==> src/rtl/mem_port_arbiter.sv <==
// rtl/mem_port_arbiter.sv - two-port sequencer/arbiter for the shared instruction/data memory
// One transaction at a time: IDLE picks a winner, ISSUE strobes the memory, WAIT times read latency, ACK pulses.
module mem_port_arbiter #(
    parameter int ADDR_W      = 32,
    parameter int DATA_W      = 32,
    parameter int MEM_LAT     = 2,
    parameter int M1_PRIORITY = 0
) (
    input  logic              CLK,
    input  logic              reset,
    input  logic              m0_req,
    input  logic              m0_we,
    input  logic [ADDR_W-1:0] m0_addr,
    input  logic [DATA_W-1:0] m0_wdata,
    output logic              m0_ack,
    output logic [DATA_W-1:0] m0_rdata,
    input  logic              m1_req,
    input  logic              m1_we,
    input  logic [ADDR_W-1:0] m1_addr,
    input  logic [DATA_W-1:0] m1_wdata,
    output logic              m1_ack,
    output logic [DATA_W-1:0] m1_rdata,
    output logic              mem_en,
    output logic              mem_we,
    output logic [ADDR_W-1:0] mem_addr,
    output logic [DATA_W-1:0] mem_wdata,
    input  logic [DATA_W-1:0] mem_rdata,
    output logic [1:0]        grant,
    output logic              busy
);
    typedef enum logic [1:0] {IDLE, ISSUE, WAIT, ACK} state_t;

    state_t            state_q, state_d;
    logic [3:0]        cnt_q, cnt_d;
    logic              last_q, last_d;
    logic [1:0]        grant_q, grant_d;
    logic              busy_q, busy_d;
    logic              mem_en_q, mem_en_d;
    logic              mem_we_q, mem_we_d;
    logic [ADDR_W-1:0] mem_addr_q, mem_addr_d;
    logic [DATA_W-1:0] mem_wdata_q, mem_wdata_d;
    logic              m0_ack_q, m0_ack_d;
    logic              m1_ack_q, m1_ack_d;
    logic [DATA_W-1:0] m0_rdata_q, m0_rdata_d;
    logic [DATA_W-1:0] m1_rdata_q, m1_rdata_d;
    logic              pick1;

    always_ff @(posedge CLK or posedge reset) begin
        if (reset) begin
            state_q     <= IDLE;
            cnt_q       <= 4'd0;
            last_q      <= 1'b1;
            grant_q     <= 2'b00;
            busy_q      <= 1'b0;
            mem_en_q    <= 1'b0;
            mem_we_q    <= 1'b0;
            mem_addr_q  <= '0;
            mem_wdata_q <= '0;
            m0_ack_q    <= 1'b0;
            m1_ack_q    <= 1'b0;
            m0_rdata_q  <= '0;
            m1_rdata_q  <= '0;
        end else begin
            state_q     <= state_d;
            cnt_q       <= cnt_d;
            last_q      <= last_d;
            grant_q     <= grant_d;
            busy_q      <= busy_d;
            mem_en_q    <= mem_en_d;
            mem_we_q    <= mem_we_d;
            mem_addr_q  <= mem_addr_d;
            mem_wdata_q <= mem_wdata_d;
            m0_ack_q    <= m0_ack_d;
            m1_ack_q    <= m1_ack_d;
            m0_rdata_q  <= m0_rdata_d;
            m1_rdata_q  <= m1_rdata_d;
        end
    end

    always_comb begin
        state_d     = state_q;
        cnt_d       = cnt_q;
        last_d      = last_q;
        grant_d     = grant_q;
        mem_en_d    = 1'b0;
        mem_we_d    = 1'b0;
        mem_addr_d  = mem_addr_q;
        mem_wdata_d = mem_wdata_q;
        m0_ack_d    = 1'b0;
        m1_ack_d    = 1'b0;
        m0_rdata_d  = m0_rdata_q;
        m1_rdata_d  = m1_rdata_q;

        // last_q = 1 means port 1 was granted most recently, so port 0 wins the next round-robin tie
        if (m0_req && m1_req) begin
            pick1 = (M1_PRIORITY != 0) ? 1'b1 : !last_q;
        end else begin
            pick1 = m1_req;
        end

        case (state_q)
            IDLE: begin
                if (m0_req || m1_req) begin
                    grant_d     = pick1 ? 2'b10 : 2'b01;
                    last_d      = pick1;
                    mem_en_d    = 1'b1;
                    mem_we_d    = pick1 ? m1_we : m0_we;
                    mem_addr_d  = pick1 ? m1_addr : m0_addr;
                    mem_wdata_d = pick1 ? m1_wdata : m0_wdata;
                    state_d     = ISSUE;
                end
            end
            ISSUE: begin
                if (mem_we_q) begin
                    m0_ack_d = grant_q[0];
                    m1_ack_d = grant_q[1];
                    state_d  = ACK;
                end else begin
                    cnt_d   = 4'(MEM_LAT - 1);
                    state_d = WAIT;
                end
            end
            WAIT: begin
                if (cnt_q == 4'd0) begin
                    if (grant_q[0]) m0_rdata_d = mem_rdata;
                    if (grant_q[1]) m1_rdata_d = mem_rdata;
                    m0_ack_d = grant_q[0];
                    m1_ack_d = grant_q[1];
                    state_d  = ACK;
                end else begin
                    cnt_d = cnt_q - 4'd1;
                end
            end
            ACK: begin
                grant_d = 2'b00;
                state_d = IDLE;
            end
            default: state_d = IDLE;
        endcase

        busy_d = (state_d != IDLE);
    end

    assign m0_ack    = m0_ack_q;
    assign m1_ack    = m1_ack_q;
    assign m0_rdata  = m0_rdata_q;
    assign m1_rdata  = m1_rdata_q;
    assign mem_en    = mem_en_q;
    assign mem_we    = mem_we_q;
    assign mem_addr  = mem_addr_q;
    assign mem_wdata = mem_wdata_q;
    assign grant     = grant_q;
    assign busy      = busy_q;
endmodule

==> config.mk <==
export PLATFORM = sky130hd
export DESIGN_NAME = mem_port_arbiter
export DESIGN_NICKNAME = d
export VERILOG_FILES = /design/src/rtl/mem_port_arbiter.sv
export SDC_FILE = /design/constraint.sdc
export NUM_CORES = 1
export LEC_CHECK = 0
export BUFFER_PORTS_ARGS = -buffer_cell sky130_fd_sc_hd__buf_4
export CAP_MARGIN = 20
export CORE_UTILIZATION = 35
export DETAILED_ROUTE_END_ITERATION = 8
export HOLD_SLACK_MARGIN = 0.15
export SYNTH_ARGS = -nofsm -noshare
export SYNTH_HDL_FRONTEND = slang
export SYNTH_SLANG_ARGS = --single-unit
export TNS_END_PERCENT = 30
==> constraint.sdc <==
create_clock -name CLK -period 5.3 [get_ports CLK]
set_clock_uncertainty 0.1 [all_clocks]
set_input_delay 0.53 -clock CLK [delete_from_list [all_inputs] [get_ports CLK]]
set_output_delay 0.53 -clock CLK [all_outputs]
set_load 0.01 [all_outputs]
==> reports/metrics.cfg, run 1 <==
[drt]
drc = 0
drt-initial-drc-count = 173
wl_mm = 16.9
first_pass_iters = 4
viasPerCell = 4.73
via_count = 4821
wl_per_cell_um = 16.6
ant_nets = 0

[worst_setup_path]
worst-path-buf-inv = 2
crit_chain = inv_1, ha_1, o21ai_4, buf_4, o21ai_0
slowest_stage = buf_4
worstSetupPathType = flop to flop
end_kind = flop
worstReg2RegStart = state_q[0]
crit_start = state_q[0]
ff2ff_setup_slack_ps = 2900
path_max_fanout = 120
crit_family = buffers and inverters
arrival_ps = 2540
required_ps = 5440
crit_path_start_kind = flop
slowest_delay_ps = 820

[final_layout]
fill_cells = 1519
nNetsFinal = 958
n_antenna_cell = 0
mostFrequentLayoutCells = buf_4 (302), dfrtp_1 (141), o21ai_0 (68), nand2_1 (68), mux2i_1 (65)
final_common_cell = buf_4
area_delta_synth_final_pct = 48.7
layout-drive-gt1-share = 0.506
multi_input_area_um2 = 2330
seqCellArea_um2 = 3550

[power]
pwr-share-comb = 0.410
power_density_nw_per_um2 = 591
p_leak_uw = 0.00453
p_sw_uw = 1800
power_uw = 5380
intPower_uw = 3580
clkPwrFrac = 0.231
pwr-share-seq = 0.359
p_sw_frac = 0.335
ir_drop_v = 0.000235

[synthesis]
synth_edf_count = 0
ys_ff_latch = 142
yosys_warnings = 0
synth_flop_cell = dfrtp_1
syn-num-nets = 666
avgSynthCellArea_um2 = 12.4
ys_seq_area_frac = 0.581
syn_area_um2 = 6120
syn_inst = 495
synth.distinct_cells = 34
async_flop_share = 1.00

[global_route]
grt_pass1_wl_mm = 26.0
antenna_found_initial = 0
grt_start_max_net_pins = 121
grt_pass1_vias = 5010
gr-total-overflow = 0
grt_usage = 0.189

[cts]
clk_pin_slew_worst_paths_ps = 60
htreeDepth = 4
cts_tree = done
clock_tree.root_cell = clkbuf_16
cts_buffers = 17
clkSinkCount = 142
insertion_delay_ps = 410
hold_buffers = 0
clockBufferDepth = 2
ctsResizeCount = 0
post-cts-setup-buffers = 0

[timing]
slew_headroom = 0.257
setup_tns_ps = 0
period_share = 0.453
setup-violations-final = 0
tightest_slew_ps = 1110
period_needed_ps = 2400
final-hold-violation-count = 0
rsz0062_at_grt = false
report.final.slew_viol_count = 0
max_freq_mhz = 416

[floorplan]
core_um2 = 16800
die_h_um = 134
die_x_um = 134
ios = 301
dieArea_um2 = 18000
row_count = 47
initial_utilization = 0.364

[outcome]
outcome = finished, final reports clean

[flow_run]
cap_violations = 0

[placement]
dp_hpwl_mm = 12.8
io_buffers = 300
place.gp.congestion = 0.794

[hold_path]
hp-class = input port to async pin

[worst paths after layout]
kind | depth (start not counted) | to
setup / recovery | 5 | mem_wdata[9]
hold / removal | 2 | m1_rdata[24]
setup reg to reg | 5 | mem_wdata[9]
hold reg to reg | 2 | mem_addr[22]
max in group asynchronous | 3 | mem_wdata[1]
min in group CLK | 2 | last_q
[power groups by stage]
stage | registers, uW | clock network, uW | logic, uW
after detailed placement | 1950 | 0 | 2250
after global routing | 2000 | 1320 | 2400
final | 1930 | 1240 | 2210
after CTS | 1940 | 1280 | 2240
after global placement | 1920 | 0 | 2190
after floorplan | 2150 | 0 | 881
[through the flow]
step	utilization	setup WS (ps)	hold slack [ps]	instance area, um2	std cells
4_1_cts	0.541	2890	220	9100	1020
6_report	0.541	2900	225	9100	1020
2_1_floorplan	-	862	369	6120	495
5_1_grt	0.541	2660	233	9100	1020
3_3_place_gp	0.504	2950	365	8480	988
3_5_place_dp	0.504	2880	371	8480	988
[sequential cells by signal, summed over array words and instances, names as in the netlist]
| name | flops |
|---|---|
| busy | 1 |
| state_q | 2 |
| mem_wdata | 32 |
| m1_rdata | 32 |
| mem_we | 1 |
| m0_ack | 1 |
| cnt_q | 4 |
| m1_ack | 1 |
| last_q | 1 |
| mem_en | 1 |
| grant | 2 |
| mem_addr | 32 |
| m0_rdata | 32 |
[cell usage after synthesis (2+ instances only)]
cell / instances / area, um2
nand2_1: 68 / 255
clkbuf_1: 7 / 26.3
inv_1: 11 / 41.3
mux2i_1: 65 / 651
buf_6: 11 / 124
o21ai_0: 69 / 345
o22ai_1: 2 / 12.5
dfrtp_1: 141 / 3530
mux2_2: 63 / 709
a31oi_1: 3 / 18.8
mux2_4: 2 / 30.0
ha_1: 5 / 62.6
nor2_1: 11 / 41.3
buf_2: 10 / 50.1
a21oi_1: 5 / 25.0
nand2_4: 2 / 22.5
nor3_1: 3 / 15.0
[worst reg2reg max path, cell delays in order, from the launching register on]
cell     delay, ps
dfrtp_1        410
inv_1           80
ha_1           340
o21ai_4        180
buf_4          820
o21ai_0        310
[area by class of cell]
cell class / count / area share
sequential: 142 / 0.390
timing repair buffer: 302 / 0.249
tap: 220 / 0.0302
clock inverter: 9 / 0.0143
clock buffer: 23 / 0.0547
inverter: 11 / 0.00509
multi-input combinational: 313 / 0.256
[cells by family (layout without fill, tap and decap cells)]
logic type | count (synthesis) | after routing | share of synthesized area
flops | 142 | 142 | 0.581
mux | 130 | 130 | 0.227
buf+inv | 40 | 345 | 0.0407
simple gates | 91 | 91 | 0.0650
fa+ha+maj | 5 | 5 | 0.0102
compound gates | 87 | 87 | 0.0764
[metal layers]
layer / vias up / global-route usage / wire length (um)
li1: 2302 / - / -
met1: 2276 / 0.207 / 6490
met2: 214 / 0.331 / 8580
met3: 29 / 0.0627 / 1430
met4: 0 / 0.0830 / 424
met5: - / 0 / 0
Power figures use the tool's default switching activity.
==> run 2, diff against run 1 <==
--- a/config.mk
+++ b/config.mk
@@ -10,6 +10,7 @@
 export CORE_UTILIZATION = 35
 export DETAILED_ROUTE_END_ITERATION = 8
 export HOLD_SLACK_MARGIN = 0.15
+export PLACE_DENSITY = 0.66
 export SYNTH_ARGS = -nofsm -noshare
 export SYNTH_HDL_FRONTEND = slang
 export SYNTH_SLANG_ARGS = --single-unit
==> constraint.sdc (replaced) <==
create_clock -name CLK -period 2.02 [get_ports CLK]
set_clock_uncertainty 0.1 [all_clocks]
set_input_delay 0.202 -clock CLK [delete_from_list [all_inputs] [get_ports CLK]]
set_output_delay 0.202 -clock CLK [all_outputs]
set_load 0.01 [all_outputs]
==> run 2 against run 1 <==
Against the previous run: worst setup slack worse by 2800 ps; via count is 17% higher; wire length is 17% higher; design area is 20% higher; largest cell class is now buffers.
==> reports/metrics.cfg, run 2 (same netlist as run 1, synthesis figures left out) <==
[final_layout]
layout-drive-gt1-share = 0.425  ; -0.0808
nNetsFinal = 1134  ; +18%
stdcell_area_um2 = 10900  ; +20%
area_delta_synth_final_pct = 78.3
fill_cells = 1215  ; -20%
mostFrequentLayoutCells = buf_4 (306), dlygate4sd3_1 (166), dfrtp_1 (140)
final_common_cell = buf_4
utilization = 0.649  ; +0.108

[worst_setup_path]
ff2ff_path_depth = 5  ; unchanged
arrival_ps = 2130  ; -410 ps
r2r_end = mem_addr[6]
crit_path_frequent_cell = dlygate4sd3_1
worstReg2RegStart = last_q
worst-path-buf-inv = 3  ; +1
slowest_delay_ps = 580  ; -240 ps
crit_chain = dlygate4sd3_1, buf_4, nand2_2, and2_4, mux2i_1, dlygate4sd3_1, o21ai_0
crit_path_start_kind = input port
worstSetupPathType = input port to flop
ff2ff_setup_slack_ps = 120  ; -2780 ps
crit_family = buffers and inverters
end_kind = flop
path_max_fanout = 10  ; -92%
slowest_stage = dlygate4sd3_1
required_ps = 2200  ; -3240 ps

[global_route]
grt_pass1_wl_mm = 30.8  ; +19%
antenna_found_initial = 0  ; unchanged
grt_pass1_vias = 5982  ; +19%
grt_usage = 0.222  ; +0.0337
gr-total-overflow = 0  ; unchanged
grt_start_max_net_pins = 81  ; -33%

[drt]
wl_per_cell_um = 16.6  ; -0.29%
ant_nets = 0  ; unchanged
drc = 0  ; unchanged
wl_mm = 19.8  ; +17%
via_count = 5637  ; +17%
first_pass_iters = 4  ; unchanged
drt-initial-drc-count = 169  ; -2.3%
viasPerCell = 4.72  ; -0.11%

[power]
p_sw_frac = 0.337  ; +0.00244
power_uw = 14700  ; +170%
ir_drop_v = 0.000850  ; +260%
power_density_nw_per_um2 = 1350  ; +130%
p_sw_uw = 4960  ; +180%
pwr-share-comb = 0.430  ; +0.020
pwr-share-seq = 0.350  ; -0.009
clkPwrFrac = 0.220  ; -0.011
p_leak_uw = 0.00525  ; +16%
intPower_uw = 9740  ; +170%

[cts]
clk_pin_slew_worst_paths_ps = 60  ; about the same
cts_buffers = 17  ; unchanged
insertion_delay_ps = 410  ; about the same
clockBufferDepth = 2  ; unchanged
htreeDepth = 4  ; unchanged
clkSinkCount = 142  ; unchanged
cts_tree = done
clock_tree.root_cell = clkbuf_16

[floorplan]
initial_utilization = 0.364  ; unchanged
die_x_um = 134  ; unchanged
row_count = 47  ; unchanged
dieArea_um2 = 18000  ; unchanged
core_um2 = 16800  ; unchanged
ios = 301  ; unchanged
die_h_um = 134  ; unchanged

[timing]
period_needed_ps = 1940
rsz0062_at_grt = false
final-hold-violation-count = 0  ; unchanged
tightest_slew_ps = 573  ; -541 ps
setup_ws_ps = 77.2  ; -2820 ps
report.final.slew_viol_count = 0  ; unchanged
max_freq_mhz = 515
setup-violations-final = 0  ; unchanged
setup_tns_ps = 0  ; unchanged
period_share = 0.962
slew_headroom = 0.616  ; +0.359

[placement]
io_buffers = 300  ; unchanged
dp_hpwl_mm = 12.7  ; -0.32%
placed_cell_area_um2 = 8620  ; +1.7%
pre_cts_slack_ps = 77.6  ; -2810 ps
place.gp.congestion = 0.789  ; -0.60%

[flow_run]
cap_violations = 0  ; unchanged

[outcome]
outcome = finished, final reports clean

[hold_path]
hp-class = input port to async pin

==> run 2: per-layer routing <==
metal  share of wire  track usage  up-vias
met4           0.027       0.0993        0
met1            0.41        0.264     2682
met3           0.076       0.0574       35
li1                -            -     2655
met5               0            0        -
met2            0.48        0.379      265
==> run 2: cell type report <==
cell class,instances,area (um2),share of cell area
clock inverter,10,165,0.0151
multi-input combinational,313,2350,0.215
inverter,11,45.0,0.00413
sequential,142,3560,0.326
timing repair buffer,478,4080,0.374
tap,220,275,0.0252
antenna,1,2.50,0.000229
clock buffer,19,443,0.0406
==> run 2: worst max path at each step <==
stage	from	endpoint	cells after the start
global route	state_q[0]	last_q	6
global placement	state_q[0]	m0_rdata[0]	5
detailed placement	state_q[0]	m0_rdata[11]	5
CTS	m0_req	mem_addr[23]	7
finish	m0_req	mem_addr[6]	7
floorplan	reset	busy	1
==> run 2: repair_timing <==
action	in CTS	in global routing
hold buffers	166	0
resized for setup	0	4
endpoints found under the hold margin	274	0
setup buffers	0	1
endpoints found under the setup margin	0	71
==> run 2: power groups by stage <==
stage / sequential (uW) / combinational (uW) / clock (uW)
after floorplan: 5630 / 2310 / 0
after global placement: 5090 / 5860 / 0
after detailed placement: 5150 / 6010 / 0
after CTS: 5120 / 6300 / 3320
after global routing: 5320 / 6840 / 3440
final: 5150 / 6320 / 3240
==> run 2: worst reg2reg max path: stages, from the launching register on <==
cell,delay [ps]
dfstp_2,550
nand2_2,70
and2_4,200
mux2i_1,180
dlygate4sd3_1,580
o21ai_0,80
==> run 2: through the flow <==
step / instances / hold slack (ps)
floorplan: 495 / 165
global placement: 997 / 265
detailed placement: 997 / 269
CTS: 1192 / 384
global route: 1193 / 399
finish: 1194 / 379
